<file path="src/rtl/udp_cmd_decoder_pkg.sv">
`timescale 1ns / 1ps
// Shared definitions for the UDP register-write command decoder.
//   - Default header constants (magic, write command, maximum length)
//   - FSM state encoding and per-packet error codes
//   - Helper returning the exact payload byte count of a well-formed packet
package udp_cmd_decoder_pkg;

  localparam logic [15:0] MagicDefault  = 16'hA55A;
  localparam logic [7:0]  CmdWrDefault  = 8'h01;
  localparam logic [7:0]  MaxLenDefault = 8'd64;

  typedef enum logic [1:0] {
    StIdle,
    StAddr,
    StData,
    StDrain
  } state_e;

  typedef enum logic [1:0] {
    ErrNone   = 2'd0,
    ErrBadHdr = 2'd1,
    ErrShort  = 2'd2,
    ErrLong   = 2'd3
  } err_e;

  // Header word + address word + len data words, 4 bytes each.
  function automatic logic [17:0] expected_bytes(input logic [7:0] len);
    return (18'(len) + 18'd2) << 2;
  endfunction

endpackage

</file>
<file path="src/rtl/udp_cmd_decoder_sat_cnt16.sv">
`timescale 1ns / 1ps
// 16-bit saturating event counter.
//   clk    in  clock
//   rst_n  in  asynchronous active-low reset (clears count)
//   inc    in  increment request, ignored once count reaches 16'hFFFF
//   count  out current count
module udp_cmd_decoder_sat_cnt16 (
  input  logic        clk,
  input  logic        rst_n,
  input  logic        inc,
  output logic [15:0] count
);

  always_ff @(posedge clk or negedge rst_n) begin
    if (!rst_n) begin
      count <= 16'd0;
    end else if (inc && (count != 16'hFFFF)) begin
      count <= count + 16'd1;
    end
  end

endmodule

</file>
<file path="src/rtl/udp_cmd_decoder.sv">
`timescale 1ns / 1ps
// Register-write command decoder for the UDP receive word stream.
// Each payload is {MAGIC, cmd, len}, base address, then len data words; every data word
// becomes one registered write strobe at base+idx. Each packet ends with a one-cycle
// pkt_ok or pkt_err pulse, a held err_code and saturating ok/err counters.
//   clk, rst_n         receive clock, asynchronous active-low reset
//   rec_en, rec_data   one 32-bit payload word per rec_en
//   rec_pkt_done       end-of-packet pulse, rec_byte_num valid with it
//   reg_wr_en/addr/data register write strobe (1 cycle after accepting rec_en)
//   pkt_ok, pkt_err    per-packet result pulse (1 cycle after rec_pkt_done)
//   err_code           0 none, 1 bad header, 2 short, 3 long; held until next result
//   ok_cnt, err_cnt    saturating packet counters, updated with the result pulse
module udp_cmd_decoder
  import udp_cmd_decoder_pkg::*;
#(
  parameter logic [15:0] MAGIC   = MagicDefault,
  parameter logic [7:0]  CMD_WR  = CmdWrDefault,
  parameter logic [7:0]  MAX_LEN = MaxLenDefault,
  parameter int unsigned ADDR_W  = 12
) (
  input  logic              clk,
  input  logic              rst_n,
  input  logic              rec_en,
  input  logic [31:0]       rec_data,
  input  logic              rec_pkt_done,
  input  logic [15:0]       rec_byte_num,
  output logic              reg_wr_en,
  output logic [ADDR_W-1:0] reg_wr_addr,
  output logic [31:0]       reg_wr_data,
  output logic              pkt_ok,
  output logic              pkt_err,
  output logic [1:0]        err_code,
  output logic [15:0]       ok_cnt,
  output logic [15:0]       err_cnt
);

  state_e            state_q, state_d;
  logic [7:0]        len_q, len_d;
  logic [7:0]        idx_q, idx_d;
  logic [ADDR_W-1:0] base_q, base_d;
  err_e              err_q, err_d;
  err_e              done_err;

  logic              wr_en_q, wr_en_d;
  logic [ADDR_W-1:0] wr_addr_q, wr_addr_d;
  logic [31:0]       wr_data_q, wr_data_d;
  logic              ok_q, ok_d;
  logic              fail_q, fail_d;
  logic [1:0]        err_code_q, err_code_d;

  logic              hdr_ok;

  assign hdr_ok = (rec_data[31:16] == MAGIC) && (rec_data[15:8] == CMD_WR) &&
                  (rec_data[7:0] != 8'd0) && (rec_data[7:0] <= MAX_LEN);

  always_comb begin
    state_d    = state_q;
    len_d      = len_q;
    idx_d      = idx_q;
    base_d     = base_q;
    err_d      = err_q;
    done_err   = ErrNone;
    wr_en_d    = 1'b0;
    wr_addr_d  = wr_addr_q;
    wr_data_d  = wr_data_q;
    ok_d       = 1'b0;
    fail_d     = 1'b0;
    err_code_d = err_code_q;

    // The word is consumed first; a coincident end-of-packet is judged on the result.
    if (rec_en) begin
      unique case (state_q)
        StIdle: begin
          if (hdr_ok) begin
            len_d   = rec_data[7:0];
            state_d = StAddr;
          end else begin
            err_d   = ErrBadHdr;
            state_d = StDrain;
          end
        end
        StAddr: begin
          base_d  = rec_data[ADDR_W-1:0];
          idx_d   = 8'd0;
          state_d = StData;
        end
        StData: begin
          wr_en_d   = 1'b1;
          wr_addr_d = base_q + ADDR_W'(idx_q);  // wraps silently
          wr_data_d = rec_data;
          idx_d     = idx_q + 8'd1;
          if (idx_q == len_q - 8'd1) begin
            state_d = StDrain;
          end
        end
        StDrain: begin
          if (err_q != ErrBadHdr) begin
            err_d = ErrLong;
          end
        end
      endcase
    end

    if (rec_pkt_done) begin
      unique case (state_d)
        // Still idle means no word of this packet arrived: nothing to report.
        StIdle: begin
        end
        StAddr, StData: begin
          fail_d     = 1'b1;
          err_code_d = ErrShort;
        end
        StDrain: begin
          done_err = err_d;
          if ((done_err == ErrNone) && (18'(rec_byte_num) > expected_bytes(len_d))) begin
            done_err = ErrLong;
          end
          if (done_err == ErrNone) begin
            ok_d = 1'b1;
          end else begin
            fail_d = 1'b1;
          end
          err_code_d = done_err;
        end
      endcase
      state_d = StIdle;
      len_d   = 8'd0;
      idx_d   = 8'd0;
      err_d   = ErrNone;
    end
  end

  always_ff @(posedge clk or negedge rst_n) begin
    if (!rst_n) begin
      state_q    <= StIdle;
      len_q      <= 8'd0;
      idx_q      <= 8'd0;
      base_q     <= '0;
      err_q      <= ErrNone;
      wr_en_q    <= 1'b0;
      wr_addr_q  <= '0;
      wr_data_q  <= 32'd0;
      ok_q       <= 1'b0;
      fail_q     <= 1'b0;
      err_code_q <= 2'd0;
    end else begin
      state_q    <= state_d;
      len_q      <= len_d;
      idx_q      <= idx_d;
      base_q     <= base_d;
      err_q      <= err_d;
      wr_en_q    <= wr_en_d;
      wr_addr_q  <= wr_addr_d;
      wr_data_q  <= wr_data_d;
      ok_q       <= ok_d;
      fail_q     <= fail_d;
      err_code_q <= err_code_d;
    end
  end

  assign reg_wr_en   = wr_en_q;
  assign reg_wr_addr = wr_addr_q;
  assign reg_wr_data = wr_data_q;
  assign pkt_ok      = ok_q;
  assign pkt_err     = fail_q;
  assign err_code    = err_code_q;

  // Driven from next-state pulses so counts change on the same edge as pkt_ok/pkt_err.
  udp_cmd_decoder_sat_cnt16 u_ok_cnt (
    .clk   (clk),
    .rst_n (rst_n),
    .inc   (ok_d),
    .count (ok_cnt)
  );

  udp_cmd_decoder_sat_cnt16 u_err_cnt (
    .clk   (clk),
    .rst_n (rst_n),
    .inc   (fail_d),
    .count (err_cnt)
  );

endmodule
</file>
<file path="config.mk">
export PLATFORM = sky130hd
export DESIGN_NAME = udp_cmd_decoder
export DESIGN_NICKNAME = d
export VERILOG_FILES = /design/src/rtl/udp_cmd_decoder_pkg.sv /design/src/rtl/udp_cmd_decoder_sat_cnt16.sv /design/src/rtl/udp_cmd_decoder.sv
export SDC_FILE = /design/constraint.sdc
export NUM_CORES = 1
export LEC_CHECK = 0
export CELL_PAD_IN_SITES_DETAIL_PLACEMENT = 1
export CELL_PAD_IN_SITES_GLOBAL_PLACEMENT = 2
export CORE_AREA = 2 2 121 123
export DETAILED_ROUTE_END_ITERATION = 7
export DIE_AREA = 0 0 123 125
export DONT_BUFFER_PORTS = 1
export PLACE_DENSITY_LB_ADDON = 0.1
export SLEW_MARGIN = 15
export SYNTH_ARGS = -nofsm -noshare
export SYNTH_HDL_FRONTEND = slang
export SYNTH_SLANG_ARGS = --single-unit
</file>
<file path="constraint.sdc">
create_clock -name clk -period 7.3 [get_ports clk]
set_clock_uncertainty 0.2 [all_clocks]
set_input_delay 0.365 -clock clk [delete_from_list [all_inputs] [get_ports clk]]
set_output_delay 0.365 -clock clk [all_outputs]
set_load 0.1 [all_outputs]
</file>
-- After elaboration in Yosys (flattened, before gate mapping)
Cells that the tools add are included.
- add/sub/neg operators: 6
- $lt $le $gt $ge: 2
- equality and inequality tests: 12
- multiplexer cells: 29
- reduce and logical (&&, ||, !) cells: 18
- operators by type and width (cell ; number):
    2-to-1 mux 8 bit ; 6
    adder 16 x 1 -> 16 bit, second input constant ; 2
    != test 16 bit, second input constant ; 2
    2-to-1 mux 2 bit ; 11
    equality test 16 bit, second input constant ; 1
    greater-than comparator 16 x 11 -> 1 bit ; 1
    case mux 8 bit (2 select lines) ; 1
    adder 12 x 8 -> 12 bit ; 1
    adder 8 x 2 -> 9 bit, second input constant ; 1
    adder 8 x 1 -> 8 bit, second input constant ; 1
    equality test 2 bit, second input constant ; 4
    equality test 8 x 1 -> 1 bit, second input constant ; 1
    equality test 8 bit ; 1
    less-or-equal comparator 8 x 7 -> 1 bit, second input constant ; 1
    case mux 2 bit (2 select lines) ; 2
    AND reduction 2 bit ; 4
    nonzero test 8 bit ; 1
    subtractor 8 x 1 -> 8 bit, second input constant ; 1
    2-to-1 mux 1 bit ; 7
    logical AND 1 bit ; 6
    zero test 2 bit ; 3
    case mux 2 bit (3 select lines) ; 1
    equality test 2 x 1 -> 1 bit, second input constant ; 2
    nonzero test 2 bit ; 2
    4 further kinds ; 4
- register bits after elaboration: 113
- input port bits: 52
- output and inout port bits: 81
- word-level logic and storage cells: 80

-- Longest topological paths before layout
- depth in word-level cells: 18
- mapped depth: 18
- gate-level depth less buffers: 17

-- Cells and area by module
A second synthesis with hierarchy kept.
- cell total of the unflattened synthesis: 574
- area total of the unflattened synthesis: 6236.0 µm²
- by module, submodules not included (module ; times used ; cells an instance ; area each (µm²) ; seq. area each (µm²)):
    udp_cmd_decoder ; 1 ; 430 ; 4516.8 ; 2026.9
    udp_cmd_decoder_sat_cnt16 ; 2 ; 72 ; 859.6 ; 400.4

-- Worst setup path before layout
No wires, ideal clock.
- path kind: input port to flip-flop
- from: input rec_data[0]
- to: register u_ok_cnt.count[12]
- library setup time: 0.126 ns
- arrival time: 4.706 ns
- required time: 6.974 ns
- setup slack: 2.269 ns
- stages on the path: 16
- buffers on the path: 0
- path through: or4_4 o31a_1 nor4_4 nand3_1 mux2_2 ha_1 o211a_1 o21ai_0 ha_1 a211oi_1 o21ai_1 a2111o_1 a211oi_1 nand3_4 nor4_1 mux2_2
- longest elaborated chain between the ends: 17
- elaborated cells on any way between the ends: 26
- those cells by class: add/sub (1); order compare (2); eq/ne (1); mux (15); reduce/logical (7)
- ends and longest elaborated chain (item ; line ; RTL):
    start: declaration ; udp_cmd_decoder.sv:24 ; input logic [31:0] rec_data,
    parallel branches: the longest is 14 deep, another holds greater-than comparator 16 x 11 -> 1 bit ; - ;
    2-to-1 mux 1 bit * ; udp_cmd_decoder.sv:105 ; unique case (state_d)
    2-to-1 mux 1 bit * ; udp_cmd_decoder.sv:104 ; if (rec_pkt_done) begin
    logical AND 1 bit * ; udp_cmd_decoder_sat_cnt16.sv:17 ; end else if (inc && (count != 16'hFFFF)) begin
    end signal: assignment ; udp_cmd_decoder_sat_cnt16.sv:18 ; count <= count + 16'd1;
    end: declaration ; udp_cmd_decoder_sat_cnt16.sv:11 ; output logic [15:0] count
Every way passes the cells marked *. The select of a mux whose other input is x is not followed.
A chain may end at the register's enable or synchronous reset.

-- Worst setup path after layout
- from: input rec_data[23]
- to: register u_ok_cnt.count[12]
- longest elaborated chain between the ends: 18
- elaborated cells on any way between the ends: 26
- those cells by class: add/sub (1); order compare (1); eq/ne (2); mux (15); reduce/logical (7)
- ends and longest elaborated chain (item ; line ; RTL):
    equality test 16 bit * ; udp_cmd_decoder.sv:53 ; assign hdr_ok = (rec_data[31:16] == MAGIC) && (rec_data[15:8] == CMD_WR) &&
    logical AND 1 bit * (2 in series) ; udp_cmd_decoder.sv:53 ;
    logical AND 1 bit * ; udp_cmd_decoder.sv:54 ; (rec_data[7:0] != 8'd0) && (rec_data[7:0] <= MAX_LEN);
    2-to-1 mux 8 bit ; udp_cmd_decoder.sv:74 ; if (hdr_ok) begin
    2-to-1 mux 8 bit ; udp_cmd_decoder.sv:72 ; unique case (state_q)
    2-to-1 mux 8 bit ; udp_cmd_decoder.sv:71 ; if (rec_en) begin
    adder 8 x 2 -> 9 bit ; udp_cmd_decoder_pkg.sv:28 ; return (18'(len) + 18'd2) << 2;
    greater-than comparator 16 x 11 -> 1 bit ; udp_cmd_decoder.sv:115 ; if ((done_err == ErrNone) && (18'(rec_byte_num) > expected_bytes(len_d))) begin
    logical AND 1 bit ; udp_cmd_decoder.sv:115 ;
    2-to-1 mux 2 bit ; udp_cmd_decoder.sv:115 ;
    2-to-1 mux 2 bit ; udp_cmd_decoder.sv:105 ;
    2-to-1 mux 2 bit ; udp_cmd_decoder.sv:104 ;
    zero test 2 bit ; udp_cmd_decoder.sv:118 ; if (done_err == ErrNone) begin
    2-to-1 mux 1 bit ; udp_cmd_decoder.sv:118 ;
    2-to-1 mux 1 bit * ; udp_cmd_decoder.sv:105 ;
    2-to-1 mux 1 bit * ; udp_cmd_decoder.sv:104 ;
    logical AND 1 bit * ; udp_cmd_decoder_sat_cnt16.sv:17 ;
Mark *: on every way between the ends. The rest lies on a longest branch, timed or not. The select of a mux whose other input is x is not followed.

==> flow_summary.yaml <==
finish:
  layout_common_cells: "dfrtp_1 (113), mux2_2 (52), nor2_1 (37)"
  layout_commonest_cell: "dfrtp_1"
  regArea_um2: 2830
  multi_input_area_um2: 3060
  drive_above_1_share_pct: 16.2
  fillCellCount: 1529
  area_growth_pct: 17.7
  fin_nets: 678
  n_antenna_cell: 0
timing:
  rsz0062_at_grt: "no"
  min_period_ps: 5170
  setup_viol: 0
  max_slew_margin_pct: 29.9
  drv_slew: 0
  setup_tns_ps: 0
  finalHoldViolations: 0
  timing.fmax_mhz: 193
  tightest_slew_ps: 1050
  period_share_pct: 70.9
status:
  status: "complete, no violations"
clock_tree:
  cts_tree: "done"
  htreeDepth: 4
  cts_buffers: 17
  insertion_delay_ps: 420
  postCtsResizedCells: 0
  cts_setup_buffers: 0
  cts.clk_slew.worst_paths_ps: 60
  cts_buffer_depth: 2
  cts.sinks: 113
  cts_root_buf: "clkbuf_16"
floorplan:
  start_util_pct: 42.7
  dieArea_um2: 15400
  fp.dieW_um: 123
  core_area_um2: 14200
  rows: 44
  design.portCount: 133
  die_y_um: 125
critical_path:
  max_stage_delay_ps: 490
  rr_worst_depth: 16
  worstPathMaxFanout: 17
  path_class: "primary input to flip-flop"
  critPathSlowestCell: "a211oi_1"
  r2r_end: "u_ok_cnt.count[12]"
  worstSetupEndpointType: "flip-flop"
  crit_arrival_ps: 5270
  reg2reg_from: "state_q[0]"
  cp-start-kind: "primary input"
  path_cells: "nor4bb_1 -> nand4_1 -> nor4_4 -> nand3_1 -> buf_4 -> mux2_2 -> ha_1 -> o211a_1 -> o21ai_0 -> ha_1 -> a211oi_1 -> o21ai_1 -> a2111o_1 -> a211oi_1 -> nand3_4 -> nor4_1 -> mux2_2"
  required_ps: 7400
  timing.reg2reg.setup_slack_ps: 2440
place:
  portBuffers: 0
  dp_hpwl_um: 11000
  place_congestion: 0.830
synth:
  synth_async_sr_flop_share_pct: 100
  synth_top_family_by_area: "simple AND/OR/NAND/NOR gates"
  synth-seq-cells: 113
  synthFlopType: "dfrtp_1"
  yosys.area.top_type_share_pct: 46.7
  synth_compound_area_share_pct: 8.84
  syn_nets: 642
  ys_types: 58
  synth_xor_area_share_pct: 7.81
  syn_area_per_cell_um2: 10.8
  synthSimpleGateAreaFrac_pct: 17.2
  synth_edf_count: 0
  syn_area_um2: 6060
  synth_top_cell_by_area: "dfrtp_1"
  synth_fa_ha_area_share_pct: 6.11
  synthMuxAreaShare_pct: 10.5
  synth_cells: 561
  synth_warnings: 0
  ys_seq_area_share_pct: 46.7
  synth_area_leaders: "dfrtp_1 (47%), mux2_2 (9.7%), ha_1 (5.8%)"
min_path:
  hold_path.startpoint: "rec_en"
  hold_end: "idx_q[4]"
  worstHoldPathCells: 4
  holdCritPathClass: "primary input to flip-flop"
power:
  seqPwrFrac_pct: 61.6
  power_uw: 2840
  power_switching_uw: 1450
  pwr_density_cell_nw_per_um2: 399
  p_leak_uw: 0.00314
  p_clk_share_pct: 26.4
  swShare_pct: 51.0
  combPwrFrac_pct: 12.0
  ir_drop_v: 0.000270
  p_int_uw: 1390
detailed_routing:
  drt_iter0_drc: 162
  wire_per_inst_um: 19.9
  dr.pass1.iters: 4
  wl_um: 15800
  drtAntennaViolNets: 0
  dr_total_vias: 4430
  route.detailed.drc: 0
  vias_per_cell: 5.58
grt:
  antenna_found_initial: 0
  gr-total-overflow: 0
  grt_pass1_vias: 4963
  track_usage_pct: 22.1
  grt_pass1_wl_um: 26300
  grt_max_degree: 114
flow_run:
  maxCapViolCount: 0
-- power by group through the flow --
stage	logic, uW	registers (uW)	clock network (uW)
final	342	1750	750
after global routing	388	1770	805
after CTS	349	1760	770
after detailed placement	312	1770	0
after global placement	299	1760	0
after floorplan	260	1710	0
-- Yosys cell counts (all sizes together) (3+ instances only) --
master / n
dfrtp: 113
mux2: 52
nor2: 37
nand2: 35
xnor2: 32
ha: 28
nand3: 26
o21ai: 26
inv: 23
xor2: 22
nand4: 16
clkbuf: 13
a21oi: 12
nor3: 12
and3: 11
nor4: 11
nor2b: 9
buf: 8
a211oi: 6
a22oi: 5
mux2i: 5
nand2b: 5
or3: 5
a21o: 4
and2: 4
o21a: 4
a31oi: 3
o31ai: 3
or4: 3
-- state kept, by name (all words and copies together), names as in the netlist, 2 cells and up --
name / count
reg_wr_data: 32
len_q: 8
err_code: 2
base_q: 12
state_q: 2
reg_wr_addr: 12
u_ok_cnt.count: 16
u_err_cnt.count: 16
err_q: 2
idx_q: 8
-- cell type report --
| type | count | share of cell area, % |
|---|---|---|
| Sequential cell | 113 | 39.6 |
| Tap cell | 184 | 3.23 |
| Multi-Input combinational cell | 404 | 43.0 |
| Inverter | 23 | 1.21 |
| Clock buffer | 20 | 6.12 |
| Timing Repair Buffer | 38 | 5.51 |
| Clock inverter | 12 | 1.32 |
-- critical path: cells and delay by family --
kind	cells	cell delay, ps
AO/OA/AOI/OAI	6	1480
adder cells (fa/ha/maj)	2	510
buffers and inverters	1	210
multiplexers	2	690
AND/OR/NAND/NOR	6	1990
-- layer usage --
layer / vias up / track usage [%] / routed length, um
met5: - / 0 / 0
met4: 0 / 8.62 / 422
met3: 29 / 7.21 / 714
met2: 82 / 37.9 / 8300
met1: 2237 / 25.3 / 6340
li1: 2082 / - / -
-- worst max-delay path by stage --
stage / from / slack, ps / end / cells after the start
after global routing: rec_data[28] / 1800 / u_ok_cnt.count[12] / 17
final: rec_data[23] / 2130 / u_ok_cnt.count[12] / 17
after detailed placement: rec_data[23] / 1650 / u_ok_cnt.count[12] / 17
after global placement: rec_data[23] / 1850 / u_ok_cnt.count[12] / 17
after floorplan: rec_data[0] / 2270 / u_ok_cnt.count[12] / 16
after CTS: rec_data[23] / 2070 / u_ok_cnt.count[12] / 17
-- stage by stage --
step	setup WS (ps)	hold WS, ps	cells	util, %	area [um2]
2_1_floorplan	2270	-131	561	-	6060
5_1_grt	1800	61.8	794	50.2	7130
3_5_place_dp	1650	-126	726	43.8	6220
6_report	2130	50.4	794	50.2	7130
3_3_place_gp	1850	-127	726	43.8	6220
4_1_cts	2070	21.8	794	50.2	7130
-- kinds of logic after synthesis --
kind of cell / Yosys count
compound gates: 80
xor+xnor: 54
fa+ha+maj: 29
buf+inv: 44
flops: 113
mux: 57
simple gates: 184
-- timing repair --
item,in CTS,in global routing
hold endpoints to repair,178,0
hold buffers,36,0
endpoints found under the setup margin,0,0
(Power assumes the default switching activity.)
